## config.mk

```make
export PLATFORM = sky130hd
export DESIGN_NAME = ram_arbiter
export DESIGN_NICKNAME = d
export VERILOG_FILES = /design/src/rtl/ram_arbiter.sv
export SDC_FILE = /design/constraint.sdc
export NUM_CORES = 1
export LEC_CHECK = 0
export CAP_MARGIN = 25
export CORE_AREA = 2 2 75 77
export DETAILED_ROUTE_END_ITERATION = 6
export DIE_AREA = 0 0 77 79
export GPL_TIMING_DRIVEN = 0
export PLACE_DENSITY = 0.7
export SLEW_MARGIN = 20
export SYNTH_ARGS = -nofsm -noshare
export SYNTH_HDL_FRONTEND = slang
export SYNTH_SLANG_ARGS = --single-unit
```

## constraint.sdc

```tcl
create_clock -name clk -period 4.1 [get_ports clk]
set_clock_uncertainty 0.2 [all_clocks]
set_input_delay 0.615 -clock clk [delete_from_list [all_inputs] [get_ports clk]]
set_output_delay 0.615 -clock clk [all_outputs]
set_load 0.005 [all_outputs]
```

## src/rtl/ram_arbiter.sv

```systemverilog
// Round-robin arbiter sharing one single-port synchronous RAM between the SPI
// command engine (port A) and local fabric logic (port B), with bounded locked bursts.
module ram_arbiter #(
  parameter int AW        = 8,
  parameter int DW        = 8,
  parameter int MAX_BURST = 16
) (
  input  logic          clk,
  input  logic          rst_n,
  input  logic          a_req,
  input  logic          a_we,
  input  logic          a_lock,
  input  logic [AW-1:0] a_addr,
  input  logic [DW-1:0] a_wdata,
  output logic          a_ack,
  output logic [DW-1:0] a_rdata,
  input  logic          b_req,
  input  logic          b_we,
  input  logic          b_lock,
  input  logic [AW-1:0] b_addr,
  input  logic [DW-1:0] b_wdata,
  output logic          b_ack,
  output logic [DW-1:0] b_rdata,
  output logic [AW-1:0] mem_addr,
  output logic          mem_we,
  output logic [DW-1:0] mem_wdata,
  input  logic [DW-1:0] mem_rdata,
  output logic          busy
);

  typedef enum logic [1:0] {IDLE, ACCESS, RESP} state_t;
  typedef enum logic {GNT_A, GNT_B} port_t;

  localparam logic [7:0] BURST_MAX = 8'(MAX_BURST);

  state_t        state, state_nx;
  port_t         owner, owner_nx;
  port_t         last_grant, last_grant_nx;
  logic [7:0]    burst_cnt, burst_cnt_nx;
  logic          load_mem;
  logic          own_req, own_lock, other_req;
  logic          sel_we;
  logic [AW-1:0] sel_addr;
  logic [DW-1:0] sel_wdata;
  logic [DW-1:0] a_rdata_q, b_rdata_q;

  always_comb begin
    own_req   = (owner == GNT_A) ? a_req  : b_req;
    own_lock  = (owner == GNT_A) ? a_lock : b_lock;
    other_req = (owner == GNT_A) ? b_req  : a_req;
  end

  always_comb begin
    state_nx      = state;
    owner_nx      = owner;
    last_grant_nx = last_grant;
    burst_cnt_nx  = burst_cnt;
    load_mem      = 1'b0;
    case (state)
      IDLE: begin
        if (a_req && (!b_req || last_grant == GNT_B)) begin
          state_nx      = ACCESS;
          owner_nx      = GNT_A;
          last_grant_nx = GNT_A;
          burst_cnt_nx  = 8'd1;
          load_mem      = 1'b1;
        end else if (b_req) begin
          state_nx      = ACCESS;
          owner_nx      = GNT_B;
          last_grant_nx = GNT_B;
          burst_cnt_nx  = 8'd1;
          load_mem      = 1'b1;
        end
      end
      ACCESS: state_nx = RESP;
      RESP: begin
        // An expired lock keeps the grant only while the peer is idle; count saturates.
        if (own_lock && own_req && (burst_cnt < BURST_MAX || !other_req)) begin
          state_nx = ACCESS;
          load_mem = 1'b1;
          if (burst_cnt < BURST_MAX) burst_cnt_nx = burst_cnt + 8'd1;
        end else begin
          state_nx = IDLE;
        end
      end
      default: state_nx = IDLE;
    endcase
  end

  always_comb begin
    sel_we    = (owner_nx == GNT_A) ? a_we    : b_we;
    sel_addr  = (owner_nx == GNT_A) ? a_addr  : b_addr;
    sel_wdata = (owner_nx == GNT_A) ? a_wdata : b_wdata;
  end

  always_ff @(posedge clk or negedge rst_n) begin
    if (!rst_n) begin
      state      <= IDLE;
      owner      <= GNT_A;
      last_grant <= GNT_B;
      burst_cnt  <= '0;
      mem_addr   <= '0;
      mem_wdata  <= '0;
      mem_we     <= 1'b0;
      a_rdata_q  <= '0;
      b_rdata_q  <= '0;
    end else begin
      state      <= state_nx;
      owner      <= owner_nx;
      last_grant <= last_grant_nx;
      burst_cnt  <= burst_cnt_nx;
      mem_we     <= load_mem && sel_we;
      if (load_mem) begin
        mem_addr  <= sel_addr;
        mem_wdata <= sel_wdata;
      end
      if (state == RESP && owner == GNT_A) a_rdata_q <= mem_rdata;
      if (state == RESP && owner == GNT_B) b_rdata_q <= mem_rdata;
    end
  end

  // RAM data arrives in RESP, so rdata passes through there and is held afterwards.
  always_comb begin
    a_ack   = (state == RESP) && (owner == GNT_A);
    b_ack   = (state == RESP) && (owner == GNT_B);
    a_rdata = a_ack ? mem_rdata : a_rdata_q;
    b_rdata = b_ack ? mem_rdata : b_rdata_q;
    busy    = (state != IDLE);
  end

endmodule
```

-- Word-level counts from Yosys, hierarchy flattened
Index checks and enable logic that the tools add are counted.
- register bits after elaboration: 45
- output and inout bits: 36
- bitwise operators: 1
- magnitude comparators: 1
- add/sub/neg operators: 1
- mux-type cells: 26
- reduce and logical (&&, ||, !) cells: 16
- eq/ne operators: 5
- operators with widths (kind ; count):
    2-to-1 mux 8 bit ; 8
    one-hot mux 8 bit (2 select lines) ; 1
    2-to-1 mux 1 bit ; 13
    adder 8 x 1 -> 8 bit, second input constant ; 1
    < comparator 8 x 5 -> 1 bit, second input constant ; 1
    logical AND 1 bit ; 6
    one-hot mux 2 bit (3 select lines) ; 1
    nonzero test 2 bit ; 3
    2-to-1 mux 2 bit ; 2
    != test 2 bit, second input constant ; 2
    AND reduction 4 bit ; 1
    != test 3 bit, second input constant ; 1
    equality test 2 x 1 -> 1 bit, second input constant ; 1
    equality test 2 bit, second input constant ; 1
    zero test 1 bit ; 2
    zero test 2 bit ; 1
    logical OR 1 bit ; 2
    one-hot mux 1 bit (2 select lines) ; 1
    AND reduction 2 bit ; 1
    inverter 1 bit ; 1

-- Depth between registers and ports, before layout
Gate-level depths: netlist (run 1).
- depth after elaboration: 7
- depth in mapped cells: 7
- depth with buffers taken out: 4

-- Worst setup path after synthesis (run 1)
Ideal clock, no wire load.
- path type: register to output
- from: register state[0]
- to: output port a_rdata[0]
- setup slack: 1.817 ns
- cell stages (with the launch flop): 4
- buffers on the path: 0
- data required time: 3.285 ns
- arrival time: 1.468 ns
- path through: dfrtp_1 -> nand2b_1 -> nor2_1 -> mux2_2
- word-level cells in the longest chain between the ends: 3
- RTL lines (item ; line ; text):
    start: declaration ; 36 ; state_t state, state_nx;
    start signal: assignment ; 108 ; state <= state_nx;
    equality test 2 bit ; 124 ; a_ack = (state == RESP) && (owner == GNT_A);
    logical AND 1 bit ; 124 ;
    named net a_ack ; 15 ; output logic a_ack,
    2-to-1 mux 8 bit ; 126 ; a_rdata = a_ack ? mem_rdata : a_rdata_q;
    end: declaration ; 16 ; output logic [DW-1:0] a_rdata,
The timed path passes the listed nets, and every way through them passes these cells.

-- Final worst setup path (run 1)
- from: register state[0]
- to: output port a_rdata[0]
- word-level cells in the longest chain between the ends: 3
- RTL lines (item ; line):
    equality test 2 bit ; 124
    logical AND 1 bit ; 124
    2-to-1 mux 8 bit ; 126
Every way passes these cells.

==> implementation parameters, run 1 <==
Parameter                              Value

Clocking
  Number of instances resized during post-cts repair    0
  Post-CTS setup buffer count    0
  Clock slew seen by the registers of the worst setup and hold paths    0.08 ns
  Clock Latency Late Sink    0.29 ns
  Number of H-tree levels    2
  Maximum buffer depth of the clock tree    2
  CTS tree    built
  Hold Buf Count CTS    0
  Count of clock tree sinks    45
  Number of buffers created by CTS    5
  Root Buffer Master    sky130_fd_sc_hd__clkbuf_8

Synthesis
  Post-Syn Area per Cell    11.10 µm²
  Total nets after synthesis    232
  Post-synthesis cell area    2031 µm²
  Share of flip-flops with an asynchronous set or reset    1.000
  Number of register bits inferred by synthesis    45
  Flip-flop cell with the highest count after synthesis    sky130_fd_sc_hd__dfrtp_1
  Number of warnings issued by yosys    0
  Share of synthesized area occupied by flip-flops and latches    0.5551
  Number of synthesized flops with an enable pin    0
  Post-Syn Instances    183
  Number of distinct library cells after synthesis    34

Drt
  Remaining antenna violation count    0
  Residual DRC    0
  Met3 Wirelength    341 µm
  Met2 WL post-DR    2559 µm
  Routed length per placed instance    14.99 µm
  Vias per Instance    5.219
  Top metal layer carrying routed signals    met4
  Number of vias in the routed layout    1811
  Met1 routed wirelength after detailed routing    2285 µm
  Number of DRC markers in iteration 0    95
  DRT Pass-1 Iters    5
  Routed wire length    5201 µm

Cells and area
  Footprint of the flip-flops and latches    1127 µm²
  Area used by multi-input combinational logic    829.5 µm²
  Relative area change from synthesis to final layout    51.76%
  Leading cell types in the layout, fill and taps excluded    sky130_fd_sc_hd__clkdlybuf4s50_1, sky130_fd_sc_hd__dfrtp_1, sky130_fd_sc_hd__nand3_1, sky130_fd_sc_hd__o21ai_0
  Total Nets Final    323
  Ant diodes    0
  Fillers    485
  Fraction of final layout cells sized beyond drive strength 1    0.1273
  Most common cell after layout, fill and taps aside    sky130_fd_sc_hd__clkdlybuf4s50_1

Power
  Power per unit of standard cell area    716.3 nW/µm²
  Worst vdd rail ir drop    0.3346 mV
  Leakage power figure    1.209 nW
  Overall power    2.207 mW

Placed design
  Placer Congestion    0.7346
  I/O Buffers    83
  Final HPWL from detailed placement    3855 µm

Die
  Die Outline Area    6083 µm²
  Vertical die dimension    79 µm
  Placement Rows    27
  Core ar.    5338 µm²
  Top-level port count    84
  Floorplan die width    77 µm
  Effective utilization at floorplan    0.3805

Global route
  Pin count of the biggest net entering global routing    26
  Global route total overflow    0
  Via count of the first global-routing pass    1842
  Global-route wire length before repair    8997 µm
  Global router's overall resource usage    0.1838
  Antenna violations before repair    0

Critical path
  Critical-path maximum fanout    9
  Setup crit end kind    primary output
  Class of the most critical setup path    reg -> out
  CP startpoint kind    flip-flop
  Worst endpoint required time    3.28 ns
  Arrival @ worst endpoint    2.51 ns

STA
  Total setup violations reported at the end of the flow    0
  Maximum achievable frequency    300.9 MHz
  Number of hold-slack violations in the final timing report    0
  Worst-case headroom to the max-slew limit    0.4655
  Sum Neg Setup Slack    0 ns
  Tcrit/Tclk final    0.8106
  Worst-Margin Slew    0.7989 ns
  Final number of max-transition violations    0
  Tmin final    3.323 ns
  Unrepaired setup endpoints after global routing    no

Run
  Maximum Capacitance Violations    0

Outcome
  Outcome    complete, no violations

Hold path
  Min-Delay Path Class    in -> async
==> worst paths after layout <==
check                                        from                      end  slack [ns]  cells after the start
setup reg to reg             state[0]$_DFFE_PN0N_  mem_addr[5]$_DFFE_PN0P_        1.83                      5
setup / recovery             state[0]$_DFFE_PN0N_               a_rdata[0]        0.78                      4
hold / removal                              rst_n     state[0]$_DFFE_PN0N_        0.12                      1
min in group clk           b_rdata_q[3]$_DFF_PN0_   b_rdata_q[3]$_DFF_PN0_        0.30                      1
hold reg to reg            b_rdata_q[3]$_DFF_PN0_   b_rdata_q[3]$_DFF_PN0_        0.30                      1
max in group asynchronous                   rst_n     state[1]$_DFFE_PN0N_        3.07                      2
==> where the power goes <==
group          total [mW]  internal [mW]  switching, mW
Sequential          0.734          0.645         0.0890
Clock               0.326          0.181          0.145
Combinational        1.15          0.638          0.509
Total                2.21           1.46          0.743
==> per-stage QoR <==
stage          cells  hold slack, ns    util  setup slack [ns]  instance area [µm²]
6_report         347          0.1247  0.5774            0.7767                 3082
5_1_grt          347          0.1593  0.5774            0.6294                 3082
4_1_cts          347          0.1351  0.5774            0.7222                 3082
3_5_place_dp     339          0.2844  0.5572             1.051                 2974
3_3_place_gp     338          0.2772  0.5530            0.9592                 2952
2_1_floorplan    183          0.1194       -             1.817                 2031
==> final cells by class <==
cell class | instances | area share
buffer | 11 | 0.02030
clock buffer | 6 | 0.02355
clock inverter | 2 | 0.01137
inverter | 3 | 0.003654
multi-input combinational | 124 | 0.2692
sequential | 45 | 0.3658
tap | 72 | 0.02923
timing repair buffer | 84 | 0.2769
==> flip-flops by register name, summed over array words and instances, names as in the netlist <==
signal      count
b_rdata_q       8
a_rdata_q       8
owner           1
last_grant      1
burst_cnt       8
mem_we          1
mem_wdata       8
state           2
mem_addr        8
==> cell families (layout without fill, tap and decap cells) <==
kind of cell    after synthesis  count (layout)  share of synthesized area
buf+inv                      14             106                    0.03635
fa+ha+maj                     1               1                   0.006160
mux                          17              17                    0.09427
simple gates                 55              55                     0.1466
compound gates               51              51                     0.1614
flops                        45              45                     0.5551
==> cells in the mapped netlist (all sizes together), types with 2 or more instances <==
cell | instances | area, µm²
or3 | 2 | 12.51
nor2b | 4 | 25.02
a21oi | 6 | 30.03
nor3 | 17 | 85.08
nor2 | 4 | 15.01
o21ai | 20 | 100.1
nand3b | 2 | 15.01
nand2b | 2 | 12.51
clkbuf | 6 | 22.52
dfrtp | 44 | 1101
inv | 3 | 11.26
buf | 5 | 40.04
nand3 | 19 | 95.09
mux2 | 17 | 191.4
a31oi | 16 | 100.1
==> worst max-delay path, stage by stage, from the launching register on <==
cell and delay (ns):
sky130_fd_sc_hd__dfrtp_1 0.42, sky130_fd_sc_hd__nand2b_1 0.24, sky130_fd_sc_hd__nor2_1 0.65, sky130_fd_sc_hd__mux2_2 0.44, sky130_fd_sc_hd__clkdlybuf4s50_1 0.46
==> per-layer routing <==
metal	vias up	GRT usage
met1	859	0.2328
met3	4	0.04773
met5	-	0
met2	87	0.3202
li1	861	-
met4	0	0.03750
Note: power is estimated with default switching activity, not from simulation.
==> run 2: changes to the inputs <==
Settings changed: CORE_AREA 2 2 75 77 to 2 2 77 79, DIE_AREA 0 0 77 79 to 0 0 79 81.
Clock period 4.1 ns to 2.75 ns, I/O delays scaled along.
==> implementation parameters, run 2 (synthesis results as in run 1) <==
Parameter                              Value

Outcome
  Outcome    complete, no violations (unchanged)

Placed design
  Number of cells after detailed placement    342 (was 339)
  I/O Buffers    83 (unchanged)
  Placer Congestion    0.7748 (was 0.7346)
  Final HPWL from detailed placement    3870 µm (was 3855 µm)

Power
  Worst vdd rail ir drop    0.5094 mV (was 0.3346 mV)
  Leakage power figure    1.226 nW (was 1.209 nW)
  Power per unit of standard cell area    1050 nW/µm² (was 716.3 nW/µm²)
  Overall power    3.282 mW (was 2.207 mW)

Cells and area
  Fillers    535 (was 485)
  Layout Utilization    0.5509 (was 0.5774)
  Area used by multi-input combinational logic    844.6 µm² (was 829.5 µm²)
  Ant diodes    0 (unchanged)
  Number of standard cells in the layout, taps in and fillers out    353 (was 347)
  Leading cell types in the layout, fill and taps excluded    sky130_fd_sc_hd__clkdlybuf4s50_1, sky130_fd_sc_hd__dfrtp_1, sky130_fd_sc_hd__nand3_1, sky130_fd_sc_hd__o21ai_0 (unchanged)
  Fraction of final layout cells sized beyond drive strength 1    0.1439 (was 0.1273)
  Footprint of the flip-flops and latches    1127 µm² (unchanged)
  Most common cell after layout, fill and taps aside    sky130_fd_sc_hd__clkdlybuf4s50_1 (unchanged)
  Total Nets Final    326 (was 323)
  Relative area change from synthesis to final layout    53.97% (was 51.76%)

Hold path
  Min-Delay Path Class    reg -> reg (was in -> async)

Clocking
  Number of buffers created by CTS    5 (unchanged)
  Maximum buffer depth of the clock tree    2 (unchanged)
  Clock Latency Late Sink    0.30 ns (was 0.29 ns)
  Clock slew seen by the registers of the worst setup and hold paths    0.08 ns (about the same)
  Root Buffer Master    sky130_fd_sc_hd__clkbuf_8 (unchanged)
  Count of clock tree sinks    45 (unchanged)
  CTS tree    built (unchanged)
  Number of H-tree levels    2 (unchanged)

Critical path
  Setup crit end kind    primary output (unchanged)
  Critical-path maximum fanout    9 (unchanged)
  Arrival @ worst endpoint    1.99 ns (was 2.51 ns)
  Class of the most critical setup path    reg -> out (unchanged)
  Worst endpoint required time    2.14 ns (was 3.28 ns)
  CP startpoint kind    flip-flop (unchanged)

STA
  Number of hold-slack violations in the final timing report    0 (unchanged)
  Tcrit/Tclk final    0.9470
  Worst-case headroom to the max-slew limit    0.5944 (was 0.4655)
  Final number of max-transition violations    0 (unchanged)
  Total setup violations reported at the end of the flow    0 (unchanged)
  Maximum achievable frequency    384.0 MHz
  Tmin final    2.604 ns
  Unrepaired setup endpoints after global routing    no (unchanged)
  Worst-Margin Slew    0.6084 ns (was 0.7989 ns)
  Min Hold Slack    0.3011 ns (was 0.1247 ns)

Global route
  Global-route wire length before repair    8645 µm (was 8997 µm)
  Global route total overflow    0 (unchanged)
  Pin count of the biggest net entering global routing    25 (was 26)
  Via count of the first global-routing pass    1845 (was 1842)
  Antenna violations before repair    0 (unchanged)
  Global router's overall resource usage    0.1735 (was 0.1838)

Run
  Maximum Capacitance Violations    0 (unchanged)

Die
  Vertical die dimension    81 µm (was 79 µm)
  Top-level port count    84 (unchanged)
  Effective utilization at floorplan    0.3578 (was 0.3805)
  Floorplan die width    79 µm (was 77 µm)
  Placement Rows    28 (was 27)
  Die Outline Area    6399 µm² (was 6083 µm²)
  Core ar.    5675 µm² (was 5338 µm²)

Drt
  Remaining antenna violation count    0 (unchanged)
  Vias per Instance    5.091 (was 5.219)
  Routed wire length    5200 µm (was 5201 µm)
  Number of DRC markers in iteration 0    58 (was 95)
  Number of vias in the routed layout    1797 (was 1811)
  DRT Pass-1 Iters    4 (was 5)
  Residual DRC    0 (unchanged)
  Routed length per placed instance    14.73 µm (was 14.99 µm)
run 2: path summary, 6_finish.rpt:
kind / from / end / slack [ns] / cells past startpoint
worst min-delay path: b_rdata_q[6]$_DFF_PN0_ / b_rdata_q[6]$_DFF_PN0_ / 0.30 / 1
worst max register to register: state[1]$_DFFE_PN0N_ / mem_wdata[7]$_DFFE_PN0P_ / 0.46 / 5
min in group asynchronous: rst_n / a_rdata_q[4]$_DFF_PN0_ / 0.45 / 2
worst max-delay path: state[0]$_DFFE_PN0N_ / a_rdata[6] / 0.15 / 5
worst min register to register: b_rdata_q[6]$_DFF_PN0_ / b_rdata_q[6]$_DFF_PN0_ / 0.30 / 1
max in group asynchronous: rst_n / last_grant$_DFFE_PN1P_ / 1.30 / 3
run 2: repair_timing:
action,4_1_cts,5_1_grt
hold endpoints to repair,23,0
pin swaps,1,0
hold buffers,1,0
setup buffers,1,1
setup endpoints to repair,9,16
resized for setup,2,2
run 2: report_power, final:
group | total, mW | internal [mW] | switching, mW
Clock | 0.433 | 0.204 | 0.229
Combinational | 1.75 | 0.986 | 0.761
Sequential | 1.10 | 0.961 | 0.141
Total | 3.28 | 2.15 | 1.13
run 2: worst max-delay path, cell delays in order, from the launching register on:
cell                              delay [ns]
sky130_fd_sc_hd__dfrtp_1                0.43
sky130_fd_sc_hd__nand2b_4               0.20
sky130_fd_sc_hd__nor2_4                 0.13
sky130_fd_sc_hd__buf_12                 0.13
sky130_fd_sc_hd__mux2_2                 0.35
sky130_fd_sc_hd__clkdlybuf4s50_1        0.45
run 2: layout make-up:
type,count,area share
plain buffers,11,0.02001
flip-flops and latches,45,0.3605
inverters,3,0.003601
repair buffers,87,0.2849
clock buffers,6,0.02641
clock inverters,2,0.004402
well taps,75,0.03001
multi-input cells,124,0.2701
run 2: stage by stage:
step	worst slack (ns)	TNS, ns	cell area, µm²
after floorplan	0.6696	0	2031
after global placement	-0.1648	-7.293	2955
after detailed placement	-0.04412	-0.2661	2978
after CTS	0.02948	0	3112
after global routing	0.06269	0	3127
final	0.1458	0	3127
run 2: routing by layer:
metal | track usage | vias to the layer above | routed length (µm) | part of all wire
met1 | 0.2030 | 857 | 2312 | 0.44
met4 | 0.06552 | 0 | 55 | 0.011
li1 | - | 867 | - | -
met2 | 0.3076 | 66 | 2475 | 0.48
met5 | 0 | - | 0 | 0
met3 | 0.04444 | 7 | 356 | 0.068
==> run 3: changes to the inputs <==
Settings changed: ABC_CLOCK_PERIOD_IN_PS set to 2750, CTS_CLUSTER_SIZE set to 30.
==> results of run 3 <==
Same layout as run 2: the final DEF is identical, and so are final timing and power.
